## config.mk

```make
export PLATFORM = sky130hd
export DESIGN_NAME = irq_flag_ctrl
export DESIGN_NICKNAME = d
export VERILOG_FILES = /design/src/rtl/irq_flag_ctrl.sv
export SDC_FILE = /design/constraint.sdc
export NUM_CORES = 1
export LEC_CHECK = 0
export BUFFER_PORTS_ARGS = -buffer_cell sky130_fd_sc_hd__buf_4
export CAP_MARGIN = 20
export CORE_MARGIN = 5
export CORE_UTILIZATION = 44
export CTS_CLUSTER_SIZE = 40
export DETAILED_ROUTE_END_ITERATION = 10
export PLACE_DENSITY = 0.7
export SKIP_LAST_GASP = 1
export SLEW_MARGIN = 25
export SYNTH_ARGS = -nofsm -noshare
export SYNTH_HDL_FRONTEND = slang
export SYNTH_SLANG_ARGS = --single-unit
export TNS_END_PERCENT = 100
```

## constraint.sdc

```tcl
create_clock -name clk -period 2.3 [get_ports clk]
set_input_delay 0 -clock clk [delete_from_list [all_inputs] [get_ports clk]]
set_output_delay 0 -clock clk [all_outputs]
set_load 0.02 [all_outputs]
```

## src/rtl/irq_flag_ctrl.sv

```systemverilog
// Interrupt flag controller: synchronizes raw flag sources, captures them into
// sticky pending bits, masks them with an enable register and runs a small
// request/acknowledge handshake towards the core for the lowest-numbered
// enabled pending source. A simple select/strobe bus gives register access.
module irq_flag_ctrl #(
    parameter int N_SRC = 8,
    parameter int EDGE  = 1
) (
    input  logic                     clk,
    input  logic                     rst_n,
    input  logic [N_SRC-1:0]         src_in,
    input  logic                     bus_cs,
    input  logic                     bus_wr,
    input  logic                     bus_rd,
    input  logic [1:0]               bus_addr,
    input  logic [31:0]              bus_wdata,
    output logic [31:0]              bus_rdata,
    output logic                     bus_ready,
    output logic                     irq_req,
    input  logic                     irq_ack,
    output logic [$clog2(N_SRC)-1:0] irq_id
);

    localparam int IDW = $clog2(N_SRC);

    // Registers are kept 32 bits wide; bits at and above N_SRC are forced to 0
    localparam logic [31:0] SRC_MASK = (N_SRC >= 32) ? 32'hFFFF_FFFF
                                                     : ((32'd1 << N_SRC) - 32'd1);

    localparam logic [1:0] ADDR_PENDING = 2'd0;
    localparam logic [1:0] ADDR_ENABLE  = 2'd1;
    localparam logic [1:0] ADDR_ACTIVE  = 2'd2;
    localparam logic [1:0] ADDR_FORCE   = 2'd3;

    typedef enum logic [1:0] {
        IDLE,
        REQ,
        SERVICE
    } state_t;

    state_t           state;
    logic [N_SRC-1:0] sync1;
    logic [N_SRC-1:0] sync2;
    logic [N_SRC-1:0] hist;
    logic [31:0]      pending;
    logic [31:0]      enable;
    logic [31:0]      capture;
    logic [31:0]      set_mask;
    logic [31:0]      clr_mask;
    logic [31:0]      pending_next;
    logic [31:0]      active_req;
    logic [31:0]      rd_word;
    logic [31:0]      rd_stage;
    logic             acc_stage;
    logic             is_write;
    logic             is_read;
    logic [IDW-1:0]   id;
    logic [IDW-1:0]   lowest_id;

    // A simultaneous write and read strobe is handled as a plain write
    assign is_write = bus_cs & bus_wr;
    assign is_read  = bus_cs & bus_rd & ~bus_wr;
    assign irq_id   = id;

    // Two-flop synchronizer followed by a history flop for edge detection
    always_ff @(posedge clk or negedge rst_n) begin
        if (!rst_n) begin
            sync1 <= '0;
            sync2 <= '0;
            hist  <= '0;
        end else begin
            sync1 <= src_in;
            sync2 <= sync1;
            hist  <= sync2;
        end
    end

    // Capture events, software set/clear, and the lowest enabled pending index
    always_comb begin
        capture = '0;
        if (EDGE != 0) begin
            capture[N_SRC-1:0] = sync2 & ~hist;
        end else begin
            capture[N_SRC-1:0] = sync2;
        end
        set_mask     = capture | ((is_write && bus_addr == ADDR_FORCE) ? bus_wdata : 32'd0);
        clr_mask     = (is_write && bus_addr == ADDR_PENDING) ? bus_wdata : 32'd0;
        pending_next = ((pending & ~clr_mask) | set_mask) & SRC_MASK;
        active_req   = pending & enable;
        lowest_id    = '0;
        for (int i = N_SRC - 1; i >= 0; i--) begin
            if (active_req[i]) begin
                lowest_id = IDW'(i);
            end
        end
    end

    // Read data is taken from the register state seen in the access cycle
    always_comb begin
        rd_word = '0;
        if (is_read) begin
            case (bus_addr)
                ADDR_PENDING: rd_word = pending;
                ADDR_ENABLE:  rd_word = enable;
                ADDR_ACTIVE: begin
                    rd_word[31]      = (state != IDLE);
                    rd_word[IDW-1:0] = id;
                end
                default:      rd_word = '0;
            endcase
        end
    end

    // Pending and enable registers; a set in the same cycle as a clear wins
    always_ff @(posedge clk or negedge rst_n) begin
        if (!rst_n) begin
            pending <= '0;
            enable  <= '0;
        end else begin
            pending <= pending_next;
            if (is_write && bus_addr == ADDR_ENABLE) begin
                enable <= bus_wdata & SRC_MASK;
            end
        end
    end

    // Two-stage bus response: ready and data appear one cycle after the access edge
    always_ff @(posedge clk or negedge rst_n) begin
        if (!rst_n) begin
            acc_stage <= 1'b0;
            rd_stage  <= '0;
            bus_ready <= 1'b0;
            bus_rdata <= '0;
        end else begin
            acc_stage <= is_write | is_read;
            rd_stage  <= rd_word;
            bus_ready <= acc_stage;
            bus_rdata <= acc_stage ? rd_stage : 32'd0;
        end
    end

    // Request handshake; the latched id is cleared whenever the FSM returns to IDLE
    always_ff @(posedge clk or negedge rst_n) begin
        if (!rst_n) begin
            state   <= IDLE;
            id      <= '0;
            irq_req <= 1'b0;
        end else begin
            case (state)
                IDLE: begin
                    if (active_req != 32'd0) begin
                        state   <= REQ;
                        id      <= lowest_id;
                        irq_req <= 1'b1;
                    end
                end
                REQ: begin
                    if (!enable[id] || !pending[id]) begin
                        state   <= IDLE;
                        id      <= '0;
                        irq_req <= 1'b0;
                    end else if (irq_ack) begin
                        state   <= SERVICE;
                        irq_req <= 1'b0;
                    end
                end
                SERVICE: begin
                    irq_req <= 1'b0;
                    if (!pending[id]) begin
                        state <= IDLE;
                        id    <= '0;
                    end
                end
                default: begin
                    state   <= IDLE;
                    id      <= '0;
                    irq_req <= 1'b0;
                end
            endcase
        end
    end

endmodule

```

==> results of run 1 <==
## area by class of cell
cell class	count	area [µm²]
clock buffer	9	123.9
sequential	66	1652
fill	510	2557
inverter	1	3.754
clock inverter	7	93.84
tap	75	93.84
multi-input combinational	137	945.9
timing repair buffer	58	485.5
## metrics by stage
stage          instances  setup WS (ps)  hold WS (ps)  cell area [µm²]
2_1_floorplan        231          361.3        -295.6             2798
5_1_grt              353          143.7         83.22             3398
6_report             353          214.8         43.90             3398
3_5_place_dp         317          254.0         110.3             2980
4_1_cts              353          234.4         24.78             3398
3_3_place_gp         317          278.3         109.0             2980
## state kept, by name, summed over array words and instances (netlist names)
| name | count |
|---|---|
| hist | 8 |
| sync1 | 8 |
| bus_ready | 1 |
| irq_req | 1 |
| sync2 | 8 |
| enable | 8 |
| state | 2 |
| rd_stage | 9 |
| acc_stage | 1 |
| pending | 8 |
| bus_rdata | 9 |
| irq_id | 3 |
## power breakdown
group	switching [µW]	internal (µW)
clock network	429	607
registers	136	1270
logic	292	304
total	857	2180
## timing repair
item / CTS / global route
endpoints found under the hold margin: 94 / 0
gates resized for setup: 0 / 0
hold buffers: 20 / 0
## placed cells by master (no fill, tap or decap), types with 2 or more instances in the layout
cell / synthesis / final
clkinvlp_4: 0 / 2
a21oi_1: 5 / 5
clkbuf_8: 0 / 9
a32o_1: 2 / 2
mux2i_1: 10 / 10
nor2b_1: 12 / 12
bufinv_16: 0 / 2
mux4_1: 2 / 2
mux2_2: 9 / 9
buf_4: 23 / 38
a221o_1: 8 / 8
nor2_1: 14 / 14
dlygate4sd3_1: 0 / 20
a22o_1: 4 / 4
dfrtp_1: 66 / 66
nand4b_1: 2 / 2
clkinv_2: 0 / 2
conb_1: 1 / 23
nand2_1: 12 / 12
nand2b_1: 2 / 2
and2_1: 9 / 9
a31oi_1: 2 / 2
## worst register-to-register path, stage by stage (launching register included)
cell and delay (ps):
dfrtp_1 610, mux4_2 580, or3_1 380, o211a_1 160, a22o_1 240
## metal layers
| metal | GRT usage | part of all wire | vias to the layer above | wire [µm] |
|---|---|---|---|---|
| met5 | 0 | 0 | - | 0 |
| met4 | 0.07555 | 0.021 | 0 | 103 |
| met3 | 0.04004 | 0.060 | 8 | 287 |
| met2 | 0.2189 | 0.51 | 46 | 2442 |
| met1 | 0.1681 | 0.41 | 865 | 1965 |
| li1 | - | - | 822 | - |
## cells by family after synthesis
kind of cell,synth area share
buf+inv,0.07373
other cells,0.001381
mux,0.1018
simple gates,0.1198
flops,0.6083
compound gates,0.09494
## worst max path at each step
stage	from	to	cells past startpoint
after floorplan	irq_id[0]$_DFFE_PN0P_	irq_id[1]$_DFFE_PN0P_	5
after global placement	irq_id[0]$_DFFE_PN0P_	irq_id[1]$_DFFE_PN0P_	4
after detailed placement	irq_id[0]$_DFFE_PN0P_	irq_id[1]$_DFFE_PN0P_	4
after CTS	irq_id[0]$_DFFE_PN0P_	irq_id[1]$_DFFE_PN0P_	4
after global routing	irq_id[0]$_DFFE_PN0P_	irq_id[1]$_DFFE_PN0P_	4
final	irq_id[0]$_DFFE_PN0P_	irq_id[1]$_DFFE_PN0P_	4
==> results.yml, run 1 <==
outcome:
  status: "completed"
critical_path:
  crit_arrival_ps: 2290
  worstPathRequired_ps: 2510
  rrSetupSlack_ps: 210
  r2r-start: "irq_id[0]$_DFFE_PN0P_"
  setup.worst_path.start_class: "register"
  critical_path_buf_inv_count: 0
  crit_family: "flip-flops"
  crit_path_end_kind: "register"
  crit_type: "reg2reg"
  slowest_delay_ps: 610
  crit_fanout: 9
  worst_r2r_path_depth: 4
  crit_slowest_cell: "dfrtp_1"
  crit_chain: "mux4_2 > or3_1 > o211a_1 > a22o_1"
  r2r_end: "irq_id[1]$_DFFE_PN0P_"
detailed_routing:
  vias: 1741
  drt-initial-drc-count: 113
  firstDrtPassIters: 4
  wl_per_cell_um: 13.59
  avgViaCountPerCell: 4.932
  wirelength_um: 4798
  drtAntennaViolNets: 0
  drc: 0
sta:
  fin_setup_tns_ps: 0
  final_hold_viol_count: 0
  period_share: 0.9066
  worstMarginPinSlew_ps: 791.9
  drv_slew: 0
  fin_crit_ps: 2085
  rsz0062_at_grt: "false"
  setup_viol: 0
  slew_headroom: 0.4721
  fmax_mhz: 479.6
  finClkSkew_ps: 8.811
synth:
  synth-seq-cells: 66
  synth_area_leaders: "dfrtp_1, buf_4, mux2_2"
  yosysUniqueCellTypes: 42
  synth_area_um2: 2715
  synth_top_area_frac: 0.6083
  syn_avg_cell_area_um2: 12.99
  synth_common_cells: "dfrtp_1, buf_4, nor2_1, nand2_1, nor2b_1"
  synth_edf_count: 0
  synth_top_area_cell: "dfrtp_1"
  synth_flop_cell: "dfrtp_1"
  yosysMostFrequentCell: "dfrtp_1"
  syn-instance-count: 209
  yosysSeqAreaShare: 0.6083
  synthArstFlopShare: 1.000
  ys_warn_count: 0
global_route:
  antenna_found_initial: 0
  grt_pass1_wl_um: 8052
  grt_pass1_vias: 1704
  track_usage: 0.1373
  grt_max_degree: 67
  overflow: 0
clock_network:
  numCtsBuffers: 9
  clock_sinks: 66
  insertion_delay_ps: 330
  cts.htree.levels: 3
  cts_tree: "done"
  post_cts_buffers: 0
  cts_root_buffer: "clkbuf_8"
  cts_buffer_depth: 2
  clk_pin_slew_ps: 70
cells_and_area:
  area_growth_pct: 25.16
  final_core_util: 0.5706
  layout.nets: 321
  num_antenna_cells: 0
  drive_gt1_frac: 0.2374
hold_path:
  hold_path.class: "in2reg"
  whs_endpoint: "rd_stage[1]$_DFF_PN0_"
  min_from: "bus_addr[1]"
  hold_path_depth: 4
die:
  initial_core_util: 0.4559
  die_x_um: 88.56
  row_count: 28
  die-area_um2: 7842
  core_area_um2: 5956
  pin_count: 85
  fp.dieH_um: 88.56
power:
  p_per_area_nw_per_um2: 894.7
  ir_drop_mv: 0.5150
  power_uw: 3040
  p_leak_uw: 0.001580
placed_design:
  place_congestion: 0.8092
  portBuffers: 37
  place_hpwl_um: 3387
job:
  cap_violations: 0
No activity file was read; power rests on OpenSTA's default activity.
==> run 2, diff against run 1 <==
--- a/config.mk
+++ b/config.mk
@@ -7,7 +7,7 @@
 export LEC_CHECK = 0
 export BUFFER_PORTS_ARGS = -buffer_cell sky130_fd_sc_hd__buf_4
 export CAP_MARGIN = 20
-export CORE_MARGIN = 5
+export CORE_MARGIN = 3
 export CORE_UTILIZATION = 44
 export CTS_CLUSTER_SIZE = 40
 export DETAILED_ROUTE_END_ITERATION = 10
==> results.yml, run 2 (synthesis results as in run 1) <==
critical_path:
  crit_type: "reg2reg"
  r2r_end: "irq_id[1]$_DFFE_PN0P_"
  crit_start: "irq_id[0]$_DFFE_PN0P_"
  worstPathRequired_ps: 2520
  crit_arrival_ps: 2270
  slowest_delay_ps: 600
  r2r-start: "irq_id[0]$_DFFE_PN0P_"
  crit_chain: "mux4_2 > or3_1 > o211a_1 > a22o_1"
  crit_fanout: 9
  setup.worst_path.start_class: "register"
  rrSetupSlack_ps: 250
  crit_slowest_cell: "dfrtp_1"
  worst_r2r_path_depth: 4
  crit_path_end_kind: "register"
  worstSetupEndpoint: "irq_id[1]$_DFFE_PN0P_"
placed_design:
  dp_worst_setup_slack_ps: 267.3
  place_congestion: 0.8386
  numPlacedInstances: 314
  place_hpwl_um: 3132
  portBuffers: 37
outcome:
  status: "completed"
global_route:
  grt_pass1_wl_um: 7831
  overflow: 0
  antenna_found_initial: 0
  grt_pass1_vias: 1646
  track_usage: 0.1416
  grt_max_degree: 67
sta:
  fin_crit_ps: 2054
  drv_slew: 0
  period_share: 0.8929
  fin_ws_ps: 246.4
  slew_headroom: 0.4732
  timing.hold.ws_ps: 28.77
  fmax_mhz: 487.0
  final_hold_viol_count: 0
  worstMarginPinSlew_ps: 790.2
  rsz0062_at_grt: "false"
  finClkSkew_ps: 11.86
  fin_setup_tns_ps: 0
  setup_viol: 0
cells_and_area:
  multi_input_area_um2: 945.9
  regArea_um2: 1652
  fill_cells: 499
  layout_commonest_cell: "dfrtp_1"
  layout.nets: 321
  layout_common_cells: "dfrtp_1, buf_4, conb_1"
  instances_no_fill: 349
  final_core_util: 0.5867
  area_growth_pct: 24.10
  num_antenna_cells: 0
  top_regs: "bus_rdata: 9 flops, rd_stage: 9 flops"
  drive_gt1_frac: 0.2310
hold_path:
  hold_path.class: "in2reg"
  min_from: "bus_addr[1]"
detailed_routing:
  drt-initial-drc-count: 72
  vias: 1723
  drc: 0
  wirelength_um: 4637
  wl_per_cell_um: 13.29
  drtAntennaViolNets: 0
  firstDrtPassIters: 5
  avgViaCountPerCell: 4.937
clock_network:
  cts.htree.levels: 3
  numCtsBuffers: 9
  clk_pin_slew_ps: 70
  cts_buffer_depth: 2
  clock_sinks: 66
  insertion_delay_ps: 340
  cts_tree: "done"
  cts_resized: 0
  post_cts_buffers: 0
  cts_root_buffer: "clkbuf_8"
die:
  row_count: 27
  core_area_um2: 5743
  die_x_um: 84.56
  die-area_um2: 7150
  initial_core_util: 0.4728
  fp.dieH_um: 84.56
  pin_count: 85
job:
  cap_violations: 0
power:
  ir_drop_mv: 0.3937
  p_leak_uw: 0.001571
  p_per_area_nw_per_um2: 872.5
[run 2: cell types whose count changed in the layout (fill, tap and decap cells not counted), sizes merged]
cell	previous run	this run
bufinv	2	1
clkbuf	9	11
clkinv	3	1
clkinvlp	2	1
inv	1	2
[run 2: what timing repair did]
item	in CTS	in global routing
hold buffers	20	0
endpoints found under the setup margin	0	0
hold endpoints to repair	94	0
[run 2: where the power goes]
group          total [µW]  internal (µW)  switching, µW
sequential           1410           1270            136
combinational         590            304            286
clock                 943            526            417
[run 2: layer usage]
| metal | global-route usage | wire length (µm) |
|---|---|---|
| met3 | 0.04220 | 260 |
| met4 | 0.08633 | 125 |
| met1 | 0.1722 | 2010 |
| met2 | 0.2214 | 2240 |
| met5 | 0 | 0 |
[run 2: layout make-up]
class,count,area share
multi-input combinational,137,0.2807
clock buffer,11,0.04196
clock inverter,4,0.01522
sequential,66,0.4902
timing repair buffer,58,0.1441
inverter,1,0.001114
tap,72,0.02674
[run 2: worst min path at each step]
stage                            end  slack, ps  cells past startpoint
5_1_grt        rd_stage[0]$_DFF_PN0_         40                      4
6_report       rd_stage[0]$_DFF_PN0_         30                      4
4_1_cts        rd_stage[0]$_DFF_PN0_         10                      4
3_5_place_dp      sync1[5]$_DFF_PN0_        110                      1
3_3_place_gp      sync1[5]$_DFF_PN0_        110                      1
2_1_floorplan    acc_stage$_DFF_PN0_       -300                      0
[run 2: stage by stage]
step	area (µm²)	power, µW
after floorplan	2798	1839
after global placement	2977	1974
after detailed placement	2977	1987
after CTS	3369	2967
after global routing	3369	3109
final	3369	2940
[run 2: worst max-delay path: cells and delay by family, from the launching register on]
family / cells / cell delay, ps
flip-flops: 1 / 600
multiplexers: 1 / 570
AO/OA/AOI/OAI: 2 / 400
AND/OR/NAND/NOR: 1 / 380
==> run 3, diff against run 2 <==
--- a/config.mk
+++ b/config.mk
@@ -5,7 +5,7 @@
 export SDC_FILE = /design/constraint.sdc
 export NUM_CORES = 1
 export LEC_CHECK = 0
-export BUFFER_PORTS_ARGS = -buffer_cell sky130_fd_sc_hd__buf_4
+export BUFFER_PORTS_ARGS = -buffer_cell sky130_fd_sc_hd__buf_2
 export CAP_MARGIN = 20
 export CORE_MARGIN = 3
 export CORE_UTILIZATION = 44
==> results.yml, run 3 (synthesis results as in run 1) <==
cells_and_area:
  layout_commonest_cell: "dfrtp_1"
  layout.nets: 323
  layout_common_cells: "dfrtp_1, buf_2, conb_1"
  num_antenna_cells: 0
  fill_cells: 501
  drive_gt1_frac: 0.2338
  area_growth_pct: 21.84
  top_regs: "bus_rdata: 9 flops, rd_stage: 9 flops"
  finish.instance_area_um2: 3308
sta:
  fin_setup_tns_ps: 0
  drv_slew: 0
  final_hold_viol_count: 0
  fin_crit_ps: 2045
  rsz0062_at_grt: "false"
  period_share: 0.8889
  finClkSkew_ps: 6.318
  fmax_mhz: 489.1
  worstMarginPinSlew_ps: 550.5
  timing.hold.ws_ps: 77.54
  setup_viol: 0
  slew_headroom: 0.6330
job:
  cap_violations: 0
die:
  row_count: 27
  pin_count: 85
  fp.dieH_um: 84.56
  initial_core_util: 0.4728
  die_x_um: 84.56
  core_area_um2: 5743
  die-area_um2: 7150
clock_network:
  cts_buffer_depth: 2
  post_cts_buffers: 0
  cts.htree.levels: 3
  numCtsBuffers: 9
  ctsHoldBuffers: 20
  cts_resized: 0
  insertion_delay_ps: 330
  clock_sinks: 66
  cts_tree: "done"
  cts_root_buffer: "clkbuf_8"
  clk_pin_slew_ps: 60
placed_design:
  placed_cell_area_um2: 2899
  portBuffers: 37
  place_congestion: 0.8421
  place_hpwl_um: 3182
critical_path:
  setup.worst_path.start_class: "register"
  worstPathRequired_ps: 2520
  crit_arrival_ps: 2270
  crit_fanout: 9
  crit_path_end_kind: "register"
  crit_type: "reg2reg"
global_route:
  antenna_found_initial: 0
  grt_pass1_wl_um: 7824
  overflow: 0
  track_usage: 0.1407
  grt_max_degree: 43
  grt_pass1_vias: 1672
detailed_routing:
  drc: 0
  drt-initial-drc-count: 47
  vias: 1716
  firstDrtPassIters: 4
  wirelength_um: 4487
  drtAntennaViolNets: 0
  wl_per_cell_um: 12.82
  avgViaCountPerCell: 4.903
power:
  p_leak_uw: 0.001570
  p_per_area_nw_per_um2: 900.5
  ir_drop_mv: 0.5255
  power_uw: 2979
hold_path:
  hold_path.class: "in2reg"
outcome:
  status: "completed"
run 3: changes by cell type in the layout (fill, tap and decap cells not counted):
cell,before,now
bufinv_16,1,2
buf_4,38,4
inv_6,1,0
clkinvlp_4,1,0
buf_2,0,36
run 3: path summary, 6_finish.rpt:
kind | from | endpoint | slack [ps] | cells after the start
setup / recovery | irq_id[0]$_DFFE_PN0P_ | irq_id[1]$_DFFE_PN0P_ | 260 | 4
hold / removal | bus_addr[1] | rd_stage[0]$_DFF_PN0_ | 80 | 4
setup reg to reg | irq_id[0]$_DFFE_PN0P_ | irq_id[1]$_DFFE_PN0P_ | 260 | 4
hold reg to reg | sync1[1]$_DFF_PN0_ | sync2[1]$_DFF_PN0_ | 350 | 0
max in group asynchronous | rst_n | hist[2]$_DFF_PN0_ | 1530 | 3
min in group asynchronous | rst_n | bus_rdata[2]$_DFF_PN0_ | 200 | 2
run 3: stage by stage:
step	cells	util	setup WS [ps]
detailed placement	316	0.5048	265.4
floorplan	231	-	361.3
finish	350	0.5760	255.4
global route	350	0.5760	191.6
global placement	316	0.5048	279.6
CTS	350	0.5756	255.6
run 3: critical path: stages, from the launching register on:
cell and delay (ps):
dfrtp_1 580, mux4_2 560, or3_1 380, o211a_1 160, a22o_1 240
run 3: power breakdown:
part / internal (µW) / switching, µW
logic: 281 / 284
clock network: 626 / 384
registers: 1270 / 131
total: 2180 / 799
run 3: metal layers:
metal,track usage,vias up,part of all wire
li1,-,826,-
met1,0.1671,835,0.44
met3,0.06673,5,0.064
met5,0,-,0
met4,0.04748,0,0.012
met2,0.2256,50,0.49
run 3: final cells by class:
cell class | instances | area [µm²] | share of cell area
sequential | 66 | 1652 | 0.4992
tap | 72 | 90.09 | 0.02723
inverter | 1 | 3.754 | 0.001135
multi-input combinational | 137 | 945.9 | 0.2859
clock buffer | 11 | 141.4 | 0.04274
clock inverter | 3 | 65.06 | 0.01967
timing repair buffer | 60 | 410.4 | 0.1241
